<file path="src/rtl/dsp_preadd_macc_pipe_pkg.sv">
// rtl/dsp_preadd_macc_pipe_pkg.sv - shared opcodes, widths and saturation helper
package dsp_preadd_macc_pipe_pkg;

  localparam int OP_W  = 2;
  // Widest intermediate the saturation helper handles; ACC_W+1 must not exceed it.
  localparam int MAX_W = 64;

  localparam logic [OP_W-1:0] OP_ADD_D = 2'b00;
  localparam logic [OP_W-1:0] OP_SUB_D = 2'b01;
  localparam logic [OP_W-1:0] OP_ACC   = 2'b10;
  localparam logic [OP_W-1:0] OP_LOAD  = 2'b11;

  // Returns {ovf, result}: ovf when value is outside the signed range of 'width'.
  // With sat_en the result clamps to that range; otherwise the low bits wrap.
  function automatic logic [MAX_W:0] sat_trunc(input logic signed [MAX_W-1:0] value,
                                               input int unsigned width,
                                               input logic sat_en);
    logic        [MAX_W-1:0] one;
    logic signed [MAX_W-1:0] hi;
    logic signed [MAX_W-1:0] lo;
    logic        [MAX_W:0]   r;
    one    = '0;
    one[0] = 1'b1;
    hi     = $signed((one << (width - 1)) - one);
    lo     = ~hi;
    r      = {1'b0, value};
    if (value > hi) begin
      r[MAX_W] = 1'b1;
      if (sat_en) r[MAX_W-1:0] = hi;
    end else if (value < lo) begin
      r[MAX_W] = 1'b1;
      if (sat_en) r[MAX_W-1:0] = lo;
    end
    return r;
  endfunction

endpackage

</file>
<file path="src/rtl/dsp_preadd_macc_pipe_if.sv">
// rtl/dsp_preadd_macc_pipe_if.sv - sample/result bus of the pre-add MACC pipeline
interface dsp_preadd_macc_pipe_if
  import dsp_preadd_macc_pipe_pkg::*;
#(
  parameter int SIZEIN = 16,
  parameter int ACC_W  = 2 * SIZEIN + 8
);
  logic                     in_valid;
  logic                     pre_sub;
  logic        [OP_W-1:0]   post_op;
  logic signed [SIZEIN-1:0] a;
  logic signed [SIZEIN-1:0] b;
  logic signed [SIZEIN-1:0] c;
  logic signed [SIZEIN-1:0] d;
  logic                     out_valid;
  logic signed [ACC_W-1:0]  p;
  logic                     ovf;

  modport master (output in_valid, pre_sub, post_op, a, b, c, d,
                  input  out_valid, p, ovf);
  modport slave  (input  in_valid, pre_sub, post_op, a, b, c, d,
                  output out_valid, p, ovf);
endinterface

</file>
<file path="src/rtl/dsp_preadd_macc_pipe_sat_adder.sv">
// rtl/dsp_preadd_macc_pipe_sat_adder.sv - W-bit signed add/sub with overflow detect and optional clamp
module dsp_preadd_macc_pipe_sat_adder
  import dsp_preadd_macc_pipe_pkg::*;
#(
  parameter int W      = 40,
  parameter int SAT_EN = 0
) (
  input  logic signed [W-1:0] x_i,
  input  logic signed [W-1:0] y_i,
  input  logic                sub_i,
  output logic signed [W-1:0] sum_o,
  output logic                ovf_o
);
  logic signed [W:0]     x_ext;
  logic signed [W:0]     y_ext;
  logic signed [W:0]     full;
  logic        [MAX_W:0] st;

  // Exact sum one bit wider than the operands, then reduced back to W bits.
  always_comb begin
    x_ext = {x_i[W-1], x_i};
    y_ext = {y_i[W-1], y_i};
    full  = sub_i ? (x_ext - y_ext) : (x_ext + y_ext);
    st    = sat_trunc({{(MAX_W-W-1){full[W]}}, full}, W, SAT_EN != 0);
    {ovf_o, sum_o} = {st[MAX_W], W'(st[MAX_W-1:0])};
  end
endmodule

</file>
<file path="src/rtl/dsp_preadd_macc_pipe.sv">
// rtl/dsp_preadd_macc_pipe.sv - 3-stage pre-add, multiply, post-add/accumulate pipeline
module dsp_preadd_macc_pipe
  import dsp_preadd_macc_pipe_pkg::*;
#(
  parameter int SIZEIN = 16,
  parameter int ACC_W  = 2 * SIZEIN + 8,
  parameter int SAT_EN = 0
) (
  input  logic                   clk,
  input  logic                   rst,
  input  logic                   ce,
  dsp_preadd_macc_pipe_if.slave  bus
);
  localparam int PRE_W  = SIZEIN + 1;
  localparam int PROD_W = 2 * SIZEIN + 1;

  logic signed [SIZEIN-1:0] a_q, b_q, c_q, d1_q, d2_q;
  logic                     pre_sub_q, v1_q, v2_q;
  logic        [OP_W-1:0]   op1_q, op2_q;
  logic signed [PRE_W-1:0]  pre_d;
  logic signed [PROD_W-1:0] m_d, m_q;
  logic signed [ACC_W-1:0]  m_ext, d_ext, x_d, y_d, sum_d, p_d, p_q;
  logic                     sub_d, add_ovf, ovf_d, ovf_q, out_valid_d, out_valid_q;

  // S1: capture the incoming sample and its tags.
  always_ff @(posedge clk) begin
    if (rst) begin
      a_q <= '0; b_q <= '0; c_q <= '0; d1_q <= '0;
      pre_sub_q <= 1'b0; op1_q <= '0; v1_q <= 1'b0;
    end else if (ce) begin
      a_q <= bus.a; b_q <= bus.b; c_q <= bus.c; d1_q <= bus.d;
      pre_sub_q <= bus.pre_sub; op1_q <= bus.post_op; v1_q <= bus.in_valid;
    end
  end

  // S2 datapath: sign-extended pre-add/sub feeding the full-precision multiply.
  always_comb begin
    pre_d = pre_sub_q ? ({a_q[SIZEIN-1], a_q} - {b_q[SIZEIN-1], b_q})
                      : ({a_q[SIZEIN-1], a_q} + {b_q[SIZEIN-1], b_q});
    m_d   = pre_d * c_q;
  end

  // S2: register the product; D and tags get their second delay to line up with M.
  always_ff @(posedge clk) begin
    if (rst) begin
      m_q <= '0; d2_q <= '0; op2_q <= '0; v2_q <= 1'b0;
    end else if (ce) begin
      m_q <= m_d; d2_q <= d1_q; op2_q <= op1_q; v2_q <= v1_q;
    end
  end

  // S3 operand select: accumulate feeds back the registered P, load adds zero.
  always_comb begin
    m_ext = {{(ACC_W-PROD_W){m_q[PROD_W-1]}}, m_q};
    d_ext = {{(ACC_W-SIZEIN){d2_q[SIZEIN-1]}}, d2_q};
    x_d   = m_ext;
    y_d   = d_ext;
    sub_d = 1'b0;
    case (op2_q)
      OP_SUB_D: sub_d = 1'b1;
      OP_ACC:   begin x_d = p_q; y_d = m_ext; end
      OP_LOAD:  y_d = '0;
      default:  ;
    endcase
  end

  dsp_preadd_macc_pipe_sat_adder #(.W(ACC_W), .SAT_EN(SAT_EN)) u_sat_adder (
    .x_i  (x_d),
    .y_i  (y_d),
    .sub_i(sub_d),
    .sum_o(sum_d),
    .ovf_o(add_ovf)
  );

  // S3 next state: bubbles keep P and the flag; a load restarts the sticky flag.
  always_comb begin
    p_d         = p_q;
    ovf_d       = ovf_q;
    out_valid_d = v2_q;
    if (v2_q) begin
      p_d   = sum_d;
      ovf_d = (op2_q == OP_LOAD) ? add_ovf : (ovf_q | add_ovf);
    end
  end

  // S3: result, sticky overflow and output valid registers.
  always_ff @(posedge clk) begin
    if (rst) begin
      p_q <= '0; ovf_q <= 1'b0; out_valid_q <= 1'b0;
    end else if (ce) begin
      p_q <= p_d; ovf_q <= ovf_d; out_valid_q <= out_valid_d;
    end
  end

  assign bus.p         = p_q;
  assign bus.ovf       = ovf_q;
  assign bus.out_valid = out_valid_q;
endmodule

</file>
<file path="src/flat_wrapper.sv">
// flat-port wrapper written by rule: the top's interface ports become plain ports
module dsp_preadd_macc_pipe_flat import dsp_preadd_macc_pipe_pkg::*;
#(
  parameter int SIZEIN = 16,
  parameter int ACC_W  = 2 * SIZEIN + 8,
  parameter int SAT_EN = 0
)
  (clk, rst, ce, bus_in_valid, bus_pre_sub, bus_post_op, bus_a, bus_b, bus_c, bus_d, bus_out_valid, bus_p, bus_ovf);
  dsp_preadd_macc_pipe_if #(.SIZEIN(SIZEIN), .ACC_W(ACC_W)) bus_i ();
  input  logic clk;
  input  logic rst;
  input  logic ce;
  input wire logic [$bits(bus_i.in_valid)-1:0] bus_in_valid;
  input wire logic [$bits(bus_i.pre_sub)-1:0] bus_pre_sub;
  input wire logic [$bits(bus_i.post_op)-1:0] bus_post_op;
  input wire logic [$bits(bus_i.a)-1:0] bus_a;
  input wire logic [$bits(bus_i.b)-1:0] bus_b;
  input wire logic [$bits(bus_i.c)-1:0] bus_c;
  input wire logic [$bits(bus_i.d)-1:0] bus_d;
  output wire logic [$bits(bus_i.out_valid)-1:0] bus_out_valid;
  output wire logic [$bits(bus_i.p)-1:0] bus_p;
  output wire logic [$bits(bus_i.ovf)-1:0] bus_ovf;
  assign bus_i.in_valid = bus_in_valid;
  assign bus_i.pre_sub = bus_pre_sub;
  assign bus_i.post_op = bus_post_op;
  assign bus_i.a = bus_a;
  assign bus_i.b = bus_b;
  assign bus_i.c = bus_c;
  assign bus_i.d = bus_d;
  assign bus_out_valid = bus_i.out_valid;
  assign bus_p = bus_i.p;
  assign bus_ovf = bus_i.ovf;
  dsp_preadd_macc_pipe #(.SIZEIN(SIZEIN), .ACC_W(ACC_W), .SAT_EN(SAT_EN)) u_core (.clk(clk), .rst(rst), .ce(ce), .bus(bus_i));
endmodule
</file>
<file path="config.mk">
export PLATFORM = sky130hd
export DESIGN_NAME = dsp_preadd_macc_pipe_flat
export DESIGN_NICKNAME = d
export VERILOG_FILES = /design/src/rtl/dsp_preadd_macc_pipe_pkg.sv /design/src/rtl/dsp_preadd_macc_pipe_if.sv /design/src/rtl/dsp_preadd_macc_pipe_sat_adder.sv /design/src/rtl/dsp_preadd_macc_pipe.sv /design/src/flat_wrapper.sv
export SDC_FILE = /design/constraint.sdc
export NUM_CORES = 1
export LEC_CHECK = 0
export BUFFER_PORTS_ARGS = -buffer_cell sky130_fd_sc_hd__buf_2
export CORE_MARGIN = 3
export CORE_UTILIZATION = 59
export DETAILED_ROUTE_END_ITERATION = 8
export PLACE_DENSITY = 0.75
export SLEW_MARGIN = 20
export SYNTH_ARGS = -nofsm -noshare
export SYNTH_HDL_FRONTEND = slang
export SYNTH_SLANG_ARGS = --single-unit
</file>
<file path="constraint.sdc">
create_clock -name clk -period 9.8 [get_ports clk]
set_input_delay 0.98 -clock clk [delete_from_list [all_inputs] [get_ports clk]]
set_output_delay 0.98 -clock clk [all_outputs]
set_load 0.02 [all_outputs]
</file>
After elaboration in Yosys (flattened, before gate mapping)
Index checks and enable logic that the tools add are counted.
Widths: inputs -> output; s select.
{"block": "word_totals", "reg_bits": 162, "latchBits": 0, "mem_bits_rw": 0, "rom_bits": 0, "input_bits": 71, "out_inout_bits": 42, "wordCells": 34, "n_memories": 0}
{"block": "op_classes", "add_sub_neg": 4, "mul": 1, "n_div": 0, "n_lt_le_gt_ge": 2, "n_eq_ne": 3, "shifts": 0, "mux": 8, "n_bitwise": 1, "n_reduce_logical": 1}
{"cell": "$pmux 40 s2", "count": 1}
{"cell": "$add 40x40->41", "count": 1}
{"cell": "$gt 41x40->1 const B", "count": 1}
{"cell": "$lt 41x40->1 const B", "count": 1}
{"cell": "$mux 41", "count": 1}
{"cell": "$sub 40x40->41", "count": 1}
{"cell": "$mux 40", "count": 1}
{"cell": "$mul 17x16->33", "count": 1}
{"cell": "$add 16x16->17", "count": 1}
{"cell": "$mux 17", "count": 1}
{"cell": "$sub 16x16->17", "count": 1}
{"cell": "$eq 2x2->1 const B", "count": 2}
{"cell": "$mux 1", "count": 4}
{"cell": "$eq 2x1->1 const B", "count": 1}
{"cell": "$reduce_and 2->1", "count": 1}
{"cell": "$or 1x1->1", "count": 1}

Logic depth before layout (Yosys ltp)
{"block": "depth", "ltp_word": 9, "depth_mapped": 39, "depth_no_buf": 38}

Cells and area by module
From an unflattened synthesis, not the netlist that was laid out.
{"block": "unflattened", "cells_unflattened": 2711, "hier_area_um2": 21933.5}
{"module": "dsp_preadd_macc_pipe", "instances": 1, "cells_each": 2233, "area_per_inst_um2": 18765.5, "seq_area_each_um2": 3243.1}
{"module": "dsp_preadd_macc_pipe_sat_adder", "instances": 1, "cells_each": 478, "area_per_inst_um2": 3168.0, "seq_area_each_um2": 0.0}

Least setup slack after synthesis
Ideal clock, no wire load.
{"block": "synth_path", "path_type": "flip-flop to flip-flop", "from": "reg u_core.pre_sub_q", "to": "reg u_core.m_q[32]", "setup_time_ns": 0.134, "t_arrival_ns": 8.627, "required_ns": 9.666, "slack_ns": 1.039, "path_stages_with_launch": 37, "n_path_buf": 4, "synth_period_minus_slack_ns": 8.761, "path_cell_list": "dfxtp_1 clkbuf_1 buf_1 mux2i_1 fa_1 a21o_1 a21oi_1 o21ai_0 a31oi_1 o21ai_0 a2111o_1 a31o_2 a21oi_1 xnor2_1 clkbuf_1 nand2_1 fa_1 inv_1 fa_1 clkbuf_1 xnor2_1 xnor2_1 fa_1 fa_1 inv_1 fa_1 inv_1 ha_1 and3_1 and2_1 nand3_1 a21boi_0 o21a_1 a21oi_1 a31oi_1 xnor2_1 o22ai_1"}
{"block": "synth_via", "elab_chain_len": 2}
{"element": "from (decl)", "line": "dsp_preadd_macc_pipe.sv:18", "source": "logic pre_sub_q, v1_q, v2_q;"}
{"element": "from (signal assigned)", "line": "dsp_preadd_macc_pipe.sv:32", "source": "pre_sub_q <= bus.pre_sub; op1_q <= bus.post_op; v1_q <= bus.in_valid;"}
{"element": "$mux 17", "line": "dsp_preadd_macc_pipe.sv:38", "source": "pre_d = pre_sub_q ? ({a_q[SIZEIN-1], a_q} - {b_q[SIZEIN-1], b_q})"}
{"element": "$mul 17x16->33", "line": "dsp_preadd_macc_pipe.sv:40", "source": "m_d = pre_d * c_q;"}
{"element": "to (signal assigned)", "line": "dsp_preadd_macc_pipe.sv:48", "source": "m_q <= m_d; d2_q <= d1_q; op2_q <= op1_q; v2_q <= v1_q;"}
{"element": "to (decl)", "line": "dsp_preadd_macc_pipe.sv:21", "source": "logic signed [PROD_W-1:0] m_d, m_q;"}
No other way between the ends.
A chain may end at the register's enable or synchronous reset.

Final worst setup path
{"block": "layout_path", "from": "reg u_core.b_q[0]", "to": "reg u_core.m_q[32]"}
{"block": "layout_via", "elab_chain_len": 3, "word_cells_on_any_way": 4, "classes_between": "add/sub: 2; mul: 1; mux: 1"}
{"element": "from (decl)", "line": "dsp_preadd_macc_pipe.sv:17", "source": "logic signed [SIZEIN-1:0] a_q, b_q, c_q, d1_q, d2_q;"}
{"element": "from (signal assigned)", "line": "dsp_preadd_macc_pipe.sv:31", "source": "a_q <= bus.a; b_q <= bus.b; c_q <= bus.c; d1_q <= bus.d;"}
{"element": "$add 16x16->17 or $sub 16x16->17 (tied branches)", "line": "dsp_preadd_macc_pipe.sv:39, dsp_preadd_macc_pipe.sv:38"}
{"element": "$mux 17 (*)", "line": "dsp_preadd_macc_pipe.sv:38"}
{"element": "$mul 17x16->33 (*)", "line": "dsp_preadd_macc_pipe.sv:40"}
Every way passes the cells marked *; elsewhere a longest branch is shown, timed or not.

==> flow_summary.ini <==
[run_status]
status = finished clean

[clock_network]
cts_setup_buffers = 0
clock_sinks = 162
clkSlewWorstSetupHoldPaths_ns = 0.07
clkLatencyLatePin_ns = 0.45
clockRootBuffer = clkbuf_16
htree_levels = 4
numCtsBuffers = 17
clockBufferDepth = 2
cts_tree = yes

[setup_path]
slowest_delay_ns = 0.72
crit_fanout = 18
crit_arrival_ns = 9.54
crit_required_ns = 10.10
crit_type = flip-flop to flip-flop
critPathCaptureType = flip-flop
start_kind = flip-flop
crit_path_top_delay_cell = fa_2
crit_top_cell = fa_1

[power]
power.leakage_nw = 11.34
ir_drop_mv = 0.2134
p_switching_w = 0.003326
power.total_w = 0.006589
p_int_w = 0.003263
p_sw_frac = 0.5048
power.density_nw_per_um2 = 289.4
power_frac_clock = 0.105
power_frac_comb = 0.768
p_seq_frac = 0.127

[yosys]
ys_top_cells_by_area = fa_1 (26%), dfxtp_1 (15%), ha_1 (8.5%), inv_1 (6.0%), nand2_1 (5.9%)
synthTopCellsByCount = inv_1 (339), nand2_1 (336), fa_1 (272)
synth_edf_count = 0
ys_types = 67
synth_top_area_cell = fa_1
syn_inst = 2587
synthFlopType = dfxtp_1
synth_top_area_share = 0.2556
avgSynthCellArea_um2 = 8.236
yosys_warnings = 0
synth_most_common_cell = inv_1
yosysSeqAreaShare = 0.1522
synth_fp_nets = 3074
syn_area_um2 = 21310
synthArstFlopShare = 0
synth_seq_cells = 162

[sta]
setup-tns-final_ns = 0
hold_violations = 0
final.min_clock_period_ns = 9.235
final.period_utilization = 0.9423
fin_worst_skew_ns = 0.01778
worstMarginPinSlew_ns = 0.9878
slew_violations = 0
setup_violations = 0
fmax_ghz = 0.1083
relSlewSlack = 0.3393
rsz0062_at_grt = false
whs_ns = 0.4644

[floorplan]
dieArea_um2 = 38430
ios = 113
fp.dieH_um = 196.0
fp.dieW_um = 196.0
placementRows = 68
coreArea_um2 = 35050
initial_core_util = 0.6078

[run]
maxCapViolations = 0

[finish]
drive_gt1_frac = 0.07309
syn2layout_area_growth_pct = 6.865
diodes = 0
fin_nets = 3101
fin_util = 0.6496

[grt]
grt_pass1_wl_um = 87680
overflow = 0
track_usage = 0.2753
grt_pass1_vias = 17710
grt_max_degree = 95
antenna_found_initial = 0

[route]
wl_per_cell_um = 16.70
drt_first_pass_iters = 5
drt-initial-drc-count = 1229
drt-total-wl_um = 51460
drc = 0
antenna_left = 0
vias_per_cell = 5.653
vias = 17420

[placed_design]
io_buffers = 112
gp_congestion = 0.8898
dp_hpwl_um = 39510

[min_path]
hold_path.class = flip-flop to flip-flop
cell usage in the layout (no fill, tap or decap), types with 5 or more instances in the layout:
cell type	count
a211oi_1	16
a21o_1	57
a21oi_1	139
a31oi_1	20
and2_1	117
and3_1	13
buf_2	110
buf_4	25
clkbuf_16	17
dfxtp_1	159
fa_1	271
ha_1	144
inv_1	339
mux2i_1	121
nand2_1	336
nand2b_1	35
nand3_1	19
nand3b_1	6
nand4_1	5
nor2_1	229
nor2b_1	37
nor3_1	41
nor3b_1	8
nor4_1	6
nor4b_1	5
o21a_1	18
o21ai_0	68
o21bai_1	20
or3_1	12
xnor2_1	101
xor2_1	32
through the flow:
step | instances | worst slack [ns] | cell area, um2
after floorplan | 2587 | 1.039 | 21310
after global placement | 3050 | 0.7223 | 22150
after detailed placement | 3050 | 0.4388 | 22150
after CTS | 3082 | 0.3533 | 22750
after global routing | 3082 | 0.01500 | 22770
final | 3082 | 0.5651 | 22770
sequential cells by signal (all words and copies together) (netlist names):
name / flops
u_core.a_q: 16
u_core.bus.out_valid: 1
u_core.op1_q: 2
u_core.pre_sub_q: 1
u_core.d2_q: 16
u_core.op2_q: 2
u_core.b_q: 16
u_core.bus.p: 40
u_core.m_q: 33
u_core.bus.ovf: 1
u_core.c_q: 16
u_core.v1_q: 1
u_core.out_valid_d: 1
u_core.d1_q: 16
power groups by stage:
stage	clock [W]	combinational [W]	sequential (W)
floorplan	0	0.00395	0.000806
global placement	0	0.00487	0.000845
detailed placement	0	0.00500	0.000849
CTS	0.000703	0.00504	0.000834
global route	0.000733	0.00580	0.000850
finish	0.000692	0.00506	0.000839
kinds of logic (layout without fill, tap and decap cells):
| family | count (synthesis) | count (layout) | synth area share |
|---|---|---|---|
| XOR/XNOR | 134 | 134 | 0.05508 |
| AND/OR/NAND/NOR | 888 | 888 | 0.1936 |
| buffers and inverters | 469 | 509 | 0.08321 |
| AO/OA/AOI/OAI | 393 | 393 | 0.1169 |
| adder cells (fa/ha/maj) | 417 | 417 | 0.3406 |
| flip-flops | 162 | 162 | 0.1522 |
| multiplexers | 124 | 124 | 0.05843 |
worst max-delay path, delay by kind of cell, from the launching register on:
kind                     cells  cell delay [ns]
flip-flops                   1             0.42
buffers and inverters        5             0.54
AO/OA/AOI/OAI               13             2.62
adder cells (fa/ha/maj)      9             4.41
XOR/XNOR                     2             0.39
AND/OR/NAND/NOR              4             0.59
multiplexers                 1             0.10
per-layer routing:
metal  part of all wire  vias to the layer above  global-route usage
met2               0.45                      579              0.4456
met1               0.46                     8400              0.3882
met3              0.060                       92             0.04104
met4              0.025                        0             0.07579
met5                  0                        -                   0
li1                   -                     8351                   -
area by class of cell:
type | count | area (um2)
Tap cell | 455 | 569.3
Multi-Input combinational cell | 1956 | 16320
Inverter | 340 | 1276
Fill cell | 2999 | 12280
Clock buffer | 18 | 429.2
Clock inverter | 14 | 171.4
Sequential cell | 162 | 3247
Timing Repair Buffer | 137 | 760.7
path summary, 6_finish.rpt:
| kind | startpoint | to | slack [ns] | cells past startpoint |
|---|---|---|---|---|
| max | u_core.b_q[0] | u_core.m_q[32] | 0.57 | 34 |
| min | u_core.bus.p[36] | u_core.bus.p[36] | 0.46 | 2 |
| max reg2reg | u_core.b_q[0] | u_core.m_q[32] | 0.57 | 34 |
| min reg2reg | u_core.bus.p[36] | u_core.bus.p[36] | 0.46 | 2 |
repair_timing:
action | in CTS | in global routing
setup endpoints to repair | 0 | 4
hold buffers | 0 | 0
gates resized for setup | 0 | 5
Power figures use the tool's default switching activity.
